==> src/rtl/ram_upload_source.sv <==
// Streams a window of game RAM to the data_io upload path, one byte per host
// read strobe, always holding the next byte pre-fetched in ioctl_din.
module ram_upload_source #(
  parameter int         AW    = 10,
  parameter int         LEN   = 1024,
  parameter int         BASE  = 0,
  parameter logic [7:0] INDEX = 8'h03
) (
  input  logic          clk_sys,
  input  logic          reset_n,
  input  logic          ioctl_upload,
  input  logic [7:0]    ioctl_index,
  input  logic          ioctl_rd,
  output logic [7:0]    ioctl_din,
  output logic          ram_req,
  input  logic          ram_gnt,
  output logic [AW-1:0] ram_addr,
  input  logic [7:0]    ram_q,
  output logic          busy,
  output logic          underrun
);

  typedef enum logic [2:0] {
    S_IDLE,
    S_REQ,
    S_WAIT,
    S_READY,
    S_DONE
  } state_t;

  localparam logic [AW:0]   LEN_C  = (AW+1)'(LEN);
  localparam logic [AW-1:0] BASE_C = AW'(BASE);

  state_t        r_state;
  logic [AW:0]   r_cnt;
  logic [7:0]    r_din;
  logic          r_req;
  logic [AW-1:0] r_addr;
  logic          r_und;
  logic          r_sess_d;

  state_t        w_state_nxt;
  logic [AW:0]   w_cnt_nxt;
  logic [AW:0]   w_cnt_inc;
  logic [7:0]    w_din_nxt;
  logic          w_und_nxt;
  logic          w_sess;
  logic          w_start;

  assign w_sess    = ioctl_upload && (ioctl_index == INDEX);
  assign w_start   = w_sess && !r_sess_d;
  assign w_cnt_inc = r_cnt + (AW+1)'(1);

  always_comb begin
    // NOTE: every comb output gets a default first so no path can infer a latch.
    w_state_nxt = r_state;
    w_cnt_nxt   = r_cnt;
    w_din_nxt   = r_din;
    w_und_nxt   = r_und;

    unique case (r_state)
      S_IDLE: begin
        if (w_start) begin
          w_cnt_nxt   = '0;
          w_und_nxt   = 1'b0;
          w_state_nxt = S_REQ;
        end
      end
      S_REQ: begin
        if (ioctl_rd) w_und_nxt = 1'b1;
        if (ram_gnt)  w_state_nxt = S_WAIT;
      end
      S_WAIT: begin
        if (ioctl_rd) w_und_nxt = 1'b1;
        w_din_nxt   = ram_q;
        w_state_nxt = S_READY;
      end
      S_READY: begin
        if (ioctl_rd) begin
          w_cnt_nxt = w_cnt_inc;
          if (w_cnt_inc == LEN_C) begin
            w_din_nxt   = 8'hFF;
            w_state_nxt = S_DONE;
          end else begin
            w_state_nxt = S_REQ;
          end
        end
      end
      S_DONE: begin
        w_din_nxt = 8'hFF;
      end
      default: begin
        w_state_nxt = S_IDLE;
      end
    endcase

    // Session end wins over everything, including a same-cycle grant whose
    // returning data is then simply never captured.
    if (r_state != S_IDLE && !w_sess) begin
      w_state_nxt = S_IDLE;
      w_cnt_nxt   = '0;
      w_din_nxt   = 8'h00;
    end
  end

  always_ff @(posedge clk_sys) begin
    // NOTE: state registers use non-blocking assignment so every flop sees pre-edge values.
    if (!reset_n) begin
      r_state  <= S_IDLE;
      r_cnt    <= '0;
      r_din    <= 8'h00;
      r_req    <= 1'b0;
      r_addr   <= BASE_C;
      r_und    <= 1'b0;
      // A session already open across reset must fall and rise again to start.
      r_sess_d <= w_sess;
    end else begin
      r_state  <= w_state_nxt;
      r_cnt    <= w_cnt_nxt;
      r_din    <= w_din_nxt;
      r_req    <= (w_state_nxt == S_REQ);
      r_addr   <= BASE_C + w_cnt_nxt[AW-1:0];
      r_und    <= w_und_nxt;
      r_sess_d <= w_sess;
    end
  end

  assign ioctl_din = r_din;
  assign ram_req   = r_req;
  assign ram_addr  = r_addr;
  assign underrun  = r_und;
  assign busy      = (r_state != S_IDLE);

endmodule

==> config.mk <==
export PLATFORM = sky130hd
export DESIGN_NAME = ram_upload_source
export DESIGN_NICKNAME = d
export VERILOG_FILES = /design/src/rtl/ram_upload_source.sv
export SDC_FILE = /design/constraint.sdc
export NUM_CORES = 1
export LEC_CHECK = 0
export CAP_MARGIN = 20
export CELL_PAD_IN_SITES_DETAIL_PLACEMENT = 1
export CELL_PAD_IN_SITES_GLOBAL_PLACEMENT = 2
export CORE_MARGIN = 2
export CORE_UTILIZATION = 28
export CTS_BUF_LIST = sky130_fd_sc_hd__clkbuf_8
export CTS_CLUSTER_SIZE = 8
export DETAILED_ROUTE_END_ITERATION = 12
export PLACE_DENSITY = 0.94
export SYNTH_ARGS = -nofsm -noshare
export SYNTH_HDL_FRONTEND = slang
export SYNTH_SLANG_ARGS = --single-unit
export TNS_END_PERCENT = 10
==> constraint.sdc <==
create_clock -name clk_sys -period 2.46 [get_ports clk_sys]
set_clock_uncertainty 0.2 [all_clocks]
set_input_delay 0.615 -clock clk_sys [delete_from_list [all_inputs] [get_ports clk_sys]]
set_output_delay 0.615 -clock clk_sys [all_outputs]
set_load 0.005 [all_outputs]
==> metrics.md, run 1 <==
| Metric | Value |
|---|---|
| Status | finished, final reports clean |
| Post-Route WL | 4210 um |
| Worst path cell trace | nor3_2, inv_1, clkdlybuf4s50_1 |
| CTS tree | done |
| Min cycle time layout | 2.26 ns |
| Place WS | 0.0276 ns |
| Pwr per Cell Area | 346 mW/mm2 |
| Setup-failing EPs final | 0 |
| CTS Sinks | 25 |
| Crit Path Class | reg -> out |
| Core area | 0.00517 mm2 |
| Fin. max-slew vios | 0 |
| Final non-filler cell total | 295 |
| Crit start category | flip-flop |
| Starting density of the core | 29.5% |
| CTS root buf | clkbuf_8 |
| Worst VDD drop | 0.277 mV |
| List of most frequent post-synthesis cells | dfxtp_1, o21ai_0, nor2_1 |
| GRT Util Overall | 14.3% |
| DRT antenna net count | 0 |
| Final Hold Fails | 0 |
| Die Height | 77.8 um |
| Max incr delay on CP | 0.46 ns |
| # port buffers | 41 |
| Worst slew margin | 65.1% |
| Worst R2R Start | r_cnt[0] |
| RSZ-0062 raised after global routing | no |
| Syn Std Cell Area | 0.00153 mm2 |
| First-pass GRT wire length | 7250 um |
| Seq/Total Area, Yosys | 32.8% |
| Synthesized area per cell | 7.82 um2 |
| Slowest CP cell | clkdlybuf4s50_1 |
| Count leader, synth | dfxtp_1 |
| Via Count | 1531 |
| DP Area | 0.00196 mm2 |
| Syn Nets | 217 |
| Worst Path Required | 1.64 ns |
| Final worst slack | 0.199 ns |
| DRC | 0 |
| DIE AREA | 0.00605 mm2 |
| Flop2flop setup slack | 0.35 ns |
| Worst-path clk slew | 0.09 ns |
| Vias per inst | 5.19 |
| DP HPWL | 3120 um |
| Drt pass-1 iters | 4 |
| Top cells by area, synth | dfxtp_1, o21ai_0, buf_4 |
| Fin area | 0.00201 mm2 |
| Min-Delay Path Class | reg -> reg |
| CTS resizes | 0 |
| Synth Flop Type | dfxtp_1 |
| Tcrit/Tclk final | 91.9% |
| Largest net degree at the start of global routing | 26 |
| Average routed wire per standard cell | 14.3 um |
| Hold_sp | underrun |
| Worst-margin pin slew | 0.521 ns |
| DIE WIDTH | 77.8 um |
| Setup crit end kind | primary output |
| Number of synthesized flops with an enable pin | 0 |
| Crit-path leading delay family | buffers and inverters |
| Post-CTS Hold Buffers | 0 |
| Synth warnings | 0 |
| Post-synth top area share | 32.8% |
| Number of global-route vias before repair | 1521 |
| Antenna violations before repair | 0 |
| Synth cell types | 40 |
| Yosys reg bits | 25 |
| Clock buffer depth | 2 |
| Pleak | 0.664 nW |
| Crit path max fanout | 3 |
| Number of H-tree levels | 1 |
| Worst-Skew Late Latency | 0.26 ns |
| Top cell type by total area after synthesis | dfxtp_1 |
| Overflow after GRT | 0 |
| Final net count | 248 |
| Starting DRC count in detailed routing | 46 |
| Fillers | 632 |
| Cell Count Post-Placement | 291 |
| # IOs | 42 |
| Fmax | 442 MHz |
| Cells after synthesis | 195 |
| Post-synth ARST share | 0% |
| Diodes inserted | 0 |
| GP Congestion | 0.769 |
| Critical path origin | r_state[1] |
| Crit path buf inv count | 2 |
| TNS Setup | 0 ns |
| Post-CTS Setup Repair Bufs | 0 |
| CP arrival | 1.45 ns |
| Max Cap Viol | 0 |
| Area grow syn2layout | 31.9% |
| CTS Buf Count | 3 |
| Layout cells sized above 1 | 8.44% |
| Row count | 26 |
==> final timing paths <==
kind | to | cells after the start
min reg2reg | underrun | 2
max | busy | 3
max reg2reg | ram_req | 5
min | underrun | 2
==> flip-flops by register name (all words and copies together), names as in the netlist <==
name	count
ioctl_din	8
r_state	3
r_cnt	11
ram_req	1
underrun	1
r_sess_d	1
==> worst min-delay path: cells and delay by family (launching register included) <==
kind	cells	cell delay [ns]
simple gates	1	0.08
flops	1	0.34
compound gates	1	0.06
==> area by class of cell <==
type,count,area [um2],share of cell area [%]
clock buffers,3,41.3,2.05
clock inverters,1,3.75,0.187
inverters,4,15.0,0.746
multi-input cells,142,873,43.4
flip-flops and latches,25,500,24.9
well taps,70,87.6,4.35
repair buffers,50,490,24.4
==> metal layers <==
layer / up-vias / GRT usage [%] / routed length (um)
met2: 40 / 25.2 / 2050
met1: 723 / 18.2 / 1980
met3: 0 / 3.26 / 184
met5: - / 0 / 0
met4: 0 / 1.43 / 0
li1: 768 / - / -
==> report_power, final <==
group / switching [W] / internal (W)
Clock: 0.000124 / 0.000111
Sequential: 0.0000000555 / 0.000404
Combinational: 0.0000178 / 0.0000371
==> cell families after synthesis <==
kind of cell	count (synthesis)	share of synthesized area, %
adders and majority gates	1	0.820
DFF	25	32.8
buffers and inverters	28	10.3
and+or+nand+nor	81	31.0
AOI/OAI and AO/OA	59	24.5
xor gates and xnor gates	1	0.574
==> per-stage QoR <==
stage	util (%)	power (W)	hold WS, ns
after floorplan	-	0.000427	0.250
final	38.9	0.000695	0.313
after global routing	38.9	0.000734	0.347
after global placement	37.9	0.000468	0.276
after CTS	38.8	0.000713	0.321
after detailed placement	37.9	0.000469	0.299
==> cell usage in the layout, fill, tap and decap left out, types with 2 or more instances in the layout <==
cell and count:
a21oi_1 11, nor2b_1 9, a311oi_1 7, inv_1 5
o311a_1 2, a211oi_1 8, a31oi_1 3, nand2b_1 5
nand3_1 5, o21ai_0 22, nor3_1 12, nand2_1 11
buf_4 8, clkbuf_8 3, nor4_1 3, nand4_1 2
dfxtp_1 25, and4_1 2, and3_1 2, nor2_1 16
clkdlybuf4s50_1 41, nor3b_1 3
No activity file was read; power rests on OpenSTA's default activity.
==> run 2, diff against run 1 <==
--- a/config.mk
+++ b/config.mk
@@ -13,6 +13,7 @@
 export CTS_BUF_LIST = sky130_fd_sc_hd__clkbuf_8
 export CTS_CLUSTER_SIZE = 8
 export DETAILED_ROUTE_END_ITERATION = 12
+export GPL_TIMING_DRIVEN = 0
 export PLACE_DENSITY = 0.94
 export SYNTH_ARGS = -nofsm -noshare
 export SYNTH_HDL_FRONTEND = slang
==> run 2 against run 1 <==
Critical path type unchanged; flip-flop and latch count unchanged; die area unchanged; global-route usage increased by 0.63 points; count of clock-buffer cells in the layout unchanged; register-to-register slack got worse by 0.06 ns; worst hold slack got worse by 0.0034 ns; first-iteration DRC count increased by 28%; design area increased by 3.2%.
==> metrics.md, run 2 (synthesized netlist as in run 1, its figures left out) <==
| Metric | Value |
|---|---|
| Status | finished, final reports clean |
| CTS Sinks | 25 (unchanged) |
| Area grow syn2layout | 36.2% |
| Worst-Skew Late Latency | 0.27 ns (about the same) |
| Slowest CP cell | clkdlybuf4s50_1 |
| Crit start category | flip-flop |
| Crit path max fanout | 10 (+7) |
| Starting DRC count in detailed routing | 59 (+28%) |
| Tcrit/Tclk final | 95.2% (+3.3 points) |
| WL met1 | 2060 um (+4.3%) |
| Number of H-tree levels | 1 (unchanged) |
| CTS tree | done |
| Pleak | 0.727 nW (+9.4%) |
| DRC | 0 (unchanged) |
| Flop2flop setup slack | 0.29 ns (-0.06 ns) |
| Antenna violations before repair | 0 (unchanged) |
| Fmax | 427 MHz (-3.5%) |
| Number of global-route vias before repair | 1611 (+5.9%) |
| Most flop-heavy register | r_cnt |
| Starting density of the core | 29.5% (unchanged) |
| Hold Path End | underrun |
| Layout cells sized above 1 | 13.3% (+4.9 points) |
| Wire length on met2 | 2090 um (+1.6%) |
| Crit path buf inv count | 3 (+1) |
| Setup crit end kind | primary output |
| Average routed wire per standard cell | 13.9 um (-2.3%) |
| Setup-failing EPs final | 0 (unchanged) |
| DP HPWL | 3210 um (+3.1%) |
| Post-Route WL | 4320 um (+2.7%) |
| Final net count | 263 (+6.0%) |
| Fin. max-slew vios | 0 (unchanged) |
| First-pass GRT wire length | 7470 um (+3.0%) |
| Highest-count cells in the layout ignoring fill and taps | clkdlybuf4s50_1, dfxtp_1, o21ai_0, nor2_1, nor3_1 |
| Hold depth | 2 (unchanged) |
| DIE WIDTH | 77.8 um (unchanged) |
| Post-CTS Setup Repair Bufs | 0 (unchanged) |
| # IOs | 42 (unchanged) |
| Crit-path leading delay family | buffers and inverters |
| Drt pass-1 iters | 4 (unchanged) |
| R2r endpoint | ram_req |
| DRT antenna net count | 0 (unchanged) |
| Worst R2R Start | r_cnt[0] |
| Critical path origin | r_state[0] |
| Hold slack final | 0.309 ns (-0.00339 ns) |
| CP arrival | 1.53 ns (+0.08 ns) |
| Post-CTS Hold Buffers | 0 (unchanged) |
| CTS root buf | clkbuf_8 |
| Hold_sp | underrun |
| Core area | 0.00517 mm2 (unchanged) |
| Via Count | 1604 (+4.8%) |
| Tot Pwr | 0.000710 W (+2.2%) |
| Largest net degree at the start of global routing | 15 (-42%) |
| Worst-path clk slew | 0.09 ns (about the same) |
| Min-Delay Path Class | reg -> reg |
| Overflow after GRT | 0 (unchanged) |
| Worst Path Required | 1.64 ns (about the same) |
| Crit Path Class | reg -> out |
| Worst slew margin | 61.7% (-3.4 points) |
| GRT Util Overall | 14.9% (+0.63 points) |
| Most common cell after layout, fill and taps aside | clkdlybuf4s50_1 |
| Row count | 26 (unchanged) |
| Highest routed layer | met4 |
| Met3 routed WL | 152 um (-17%) |
| # port buffers | 41 (unchanged) |
| DIE AREA | 0.00605 mm2 (unchanged) |
| Worst VDD drop | 0.187 mV (-33%) |
| Min cycle time layout | 2.34 ns (+0.0818 ns) |
| Fin util | 40.2% (+1.3 points) |
| RSZ-0062 raised after global routing | no |
| Max incr delay on CP | 0.45 ns (about the same) |
| Max Cap Viol | 0 (unchanged) |
| Clock buffer depth | 2 (unchanged) |
| Worst path cell trace | buf_2, nor3_2, inv_1, clkdlybuf4s50_1 |
| Diodes inserted | 0 (unchanged) |
| Pwr per Cell Area | 342 mW/mm2 (-1.0%) |
| Worst-margin pin slew | 0.573 ns (+0.0514 ns) |
| R2R depth | 5 (unchanged) |
| CTS Buf Count | 3 (unchanged) |
| Die Height | 77.8 um (unchanged) |
| Final Hold Fails | 0 (unchanged) |
| GP Congestion | 0.759 (-1.3%) |
| Vias per inst | 5.17 (-0.30%) |
| Max FFs per register | 11 (unchanged) |
run 2: changes by cell type in the layout (fill, tap and decap cells not counted), sizes merged:
cell,before,now
clkinv,0,1
clkbuf,3,8
inv,5,4
buf,9,19
run 2: tightest hold or removal path, stage by stage, from the launching register on:
cell     delay (ns)
dfxtp_1        0.34
a21oi_1        0.06
nor2_1         0.07
run 2: per-layer routing:
metal	vias up	GRT usage (%)
li1	800	-
met1	766	18.3
met2	34	27.6
met3	4	2.09
met4	0	2.86
met5	-	0
run 2: final cells by class:
type | count | area [um2]
repair buffers | 41 | 410
well taps | 70 | 87.6
fillers | 632 | 3100
multi-input cells | 142 | 873
clock inverters | 1 | 5.00
inverters | 4 | 15.0
flip-flops and latches | 25 | 500
clock buffers | 3 | 41.3
plain buffers | 24 | 144
run 2: how the worst max path moves through the flow:
stage	endpoint	slack, ns	cells after the start
6_report	busy	0.12	4
5_1_grt	busy	0.02	4
4_1_cts	busy	0.08	4
3_5_place_dp	r_cnt[6]	-0.18	5
3_3_place_gp	r_cnt[7]	-0.17	5
2_1_floorplan	ioctl_din[4]	0.55	6
run 2: per-stage QoR:
stage,setup TNS (ns),cell area (um2),std cells,setup slack [ns]
3_5_place_dp,-1.44,2020,306,-0.181
4_1_cts,0,2070,310,0.0810
6_report,0,2080,310,0.117
2_1_floorplan,0,1530,195,0.549
5_1_grt,0,2080,310,0.0159
3_3_place_gp,-1.08,2020,306,-0.167
run 2: what timing repair did:
| item | 4_1_cts | 5_1_grt |
|---|---|---|
| endpoints found under the hold margin | 0 | 0 |
| setup endpoints to repair | 1 | 6 |
| gates resized for setup | 1 | 4 |
run 2: report_power, final:
part / switching (W) / internal [W] / leakage [nW]
registers: 0.0000000469 / 0.000404 / 0.201
clock network: 0.000142 / 0.000114 / 0.0255
logic: 0.0000168 / 0.0000340 / 0.500
total: 0.000158 / 0.000552 / 0.727
==> run 3, diff against run 2 <==
--- a/config.mk
+++ b/config.mk
@@ -14,7 +14,7 @@
 export CTS_CLUSTER_SIZE = 8
 export DETAILED_ROUTE_END_ITERATION = 12
 export GPL_TIMING_DRIVEN = 0
-export PLACE_DENSITY = 0.94
+export PLACE_DENSITY_LB_ADDON = 0.1
 export SYNTH_ARGS = -nofsm -noshare
 export SYNTH_HDL_FRONTEND = slang
 export SYNTH_SLANG_ARGS = --single-unit
==> run 3 against run 2 <==
Power increased by 1.6%; fmax fell by 0.69%; sequential power is essentially flat; critical path depth unchanged; non-clock buffer count did not move; core utilization hardly changed; flip-flop and latch count did not move; design area rose by 0.12%; count of clock-buffer cells in the layout is the same; die area is the same; via count is 1.1% higher; highest routed layer unchanged.
==> metrics.md, run 3 (synthesized netlist as in run 1, its figures left out) <==
| Metric | Value |
|---|---|
| Status | finished, final reports clean |
| Final net count | 263 (unchanged) |
| RSZ-0062 raised after global routing | no |
| Layout cells sized above 1 | 13.3% (unchanged) |
| DIE WIDTH | 77.8 um (unchanged) |
| CTS Sinks | 25 (unchanged) |
| Worst-path clk slew | 0.09 ns (about the same) |
| Number of H-tree levels | 1 (unchanged) |
| Average routed wire per standard cell | 15.6 um (+12%) |
| Worst Setup EP | busy |
| Max Cap Viol | 0 (unchanged) |
| Place WS | -0.254 ns (-0.0728 ns) |
| DP HPWL | 3620 um (+13%) |
| Worst slew margin | 59.3% (-2.4 points) |
| Final Hold Fails | 0 (unchanged) |
| Worst R2R Start | r_cnt[0] |
| GP Congestion | 0.762 (+0.34%) |
| R2R depth | 5 (unchanged) |
| Row count | 26 (unchanged) |
| Die Height | 77.8 um (unchanged) |
| Worst VDD drop | 0.160 mV (-14%) |
| GRT Util Overall | 16.8% (+1.9 points) |
| Starting density of the core | 29.5% (unchanged) |
| Most flop-heavy register | r_cnt |
| Tcrit/Tclk final | 95.9% (+0.66 points) |
| DRC | 0 (unchanged) |
| Crit path max fanout | 10 (unchanged) |
| Most common cell after layout, fill and taps aside | clkdlybuf4s50_1 |
| # IOs | 42 (unchanged) |
| Setup-failing EPs final | 0 (unchanged) |
| Core area | 0.00517 mm2 (unchanged) |
| Overflow after GRT | 0 (unchanged) |
| Crit start category | flip-flop |
| Pleak | 0.723 nW (-0.52%) |
| Worst Path Required | 1.64 ns (about the same) |
| DIE AREA | 0.00605 mm2 (unchanged) |
| Largest net degree at the start of global routing | 16 (+1) |
| CTS tree | done |
| Antenna violations before repair | 0 (unchanged) |
| Setup crit end kind | primary output |
| Worst-margin pin slew | 0.609 ns (+0.0364 ns) |
| First-pass GRT wire length | 8220 um (+10%) |
| Final worst slack | 0.101 ns (-0.0162 ns) |
| Fin. max-slew vios | 0 (unchanged) |
| Starting DRC count in detailed routing | 45 (-24%) |
| Max FFs per register | 11 (unchanged) |
| Highest-count cells in the layout ignoring fill and taps | clkdlybuf4s50_1, dfxtp_1, o21ai_0, nor2_1, nor3_1 |
| Vias per inst | 5.23 (+1.1%) |
| # port buffers | 41 (unchanged) |
| Area grow syn2layout | 36.3% |
| Worst-Skew Late Latency | 0.28 ns (about the same) |
| Fin area | 0.00208 mm2 (+0.12%) |
| CP arrival | 1.54 ns (about the same) |
| R2r endpoint | ram_req |
| Diodes inserted | 0 (unchanged) |
| Hold_sp | underrun |
| Drt pass-1 iters | 4 (unchanged) |
| Min cycle time layout | 2.36 ns (+0.0162 ns) |
| Via Count | 1622 (+1.1%) |
| Pwr per Cell Area | 347 mW/mm2 (+1.5%) |
| Flop2flop setup slack | 0.28 ns (about the same) |
| Critical path origin | r_state[0] |
| Clock buffer depth | 2 (unchanged) |
| DP Area | 0.00202 mm2 (unchanged) |
| Fmax | 424 MHz (-0.69%) |
| Number of global-route vias before repair | 1747 (+8.4%) |
| DRT antenna net count | 0 (unchanged) |
| Tot Pwr | 0.000722 W (+1.6%) |
| Crit Path Class | reg -> out |
| Post-Route WL | 4820 um (+12%) |
| Min-Delay Path Class | reg -> reg |
| CTS Buf Count | 3 (unchanged) |
| CTS root buf | clkbuf_8 |
run 3: changes by cell type in the layout (fill, tap and decap cells not counted):
cell        delta
clkinvlp_4     +1
clkinv_2       -1
run 3: layout make-up:
| type | instances | area (um2) |
|---|---|---|
| Multi-Input combinational cell | 142 | 873 |
| Tap cell | 70 | 87.6 |
| Sequential cell | 25 | 500 |
| Clock inverter | 1 | 7.51 |
| Fill cell | 632 | 3090 |
| Inverter | 4 | 15.0 |
| Timing Repair Buffer | 41 | 410 |
| Buffer | 24 | 144 |
| Clock buffer | 3 | 41.3 |
run 3: repair_timing:
| item | in CTS | in global routing |
|---|---|---|
| hold endpoints to repair | 0 | 0 |
| pin swaps | 0 | 0 |
| setup buffers | 0 | 0 |
| gates resized for setup | 1 | 4 |
| setup endpoints to repair | 1 | 6 |
| hold buffers | 0 | 0 |
run 3: worst min path at each step:
stage / end / slack, ns / cells past startpoint
6_report: underrun / 0.31 / 2
5_1_grt: underrun / 0.35 / 2
4_1_cts: underrun / 0.31 / 2
3_5_place_dp: underrun / 0.29 / 2
3_3_place_gp: underrun / 0.28 / 2
2_1_floorplan: r_cnt[10] / 0.25 / 1
run 3: where the power goes:
part	switching (W)	total [W]	internal, W
Clock	0.000150	0.000265	0.000115
Sequential	0.0000000540	0.000405	0.000405
Combinational	0.0000182	0.0000523	0.0000341
Total	0.000168	0.000722	0.000554
run 3: metal layers:
| metal | global-route usage (%) | vias to the layer above | wire length (um) |
|---|---|---|---|
| li1 | - | 798 | - |
| met1 | 20.0 | 786 | 2140 |
| met3 | 2.09 | 6 | 121 |
| met2 | 30.6 | 32 | 2510 |
| met4 | 5.89 | 0 | 52 |
| met5 | 0 | - | 0 |
run 3: per-stage QoR:
step                      instances  utilization, %  setup TNS [ns]  hold WS, ns
final                           310            40.2               0        0.309
after global routing            310            40.2               0        0.348
after CTS                       310            40.2               0        0.315
after detailed placement        306            39.1           -1.69        0.292
after global placement          306            39.1           -1.21        0.278
after floorplan                 195               -               0        0.250
run 3: worst max-delay path, stage by stage (launching register included):
cell and delay, ns:
dfxtp_1 0.31, buf_2 0.17, nor3_2 0.26, inv_1 0.09, clkdlybuf4s50_1 0.45
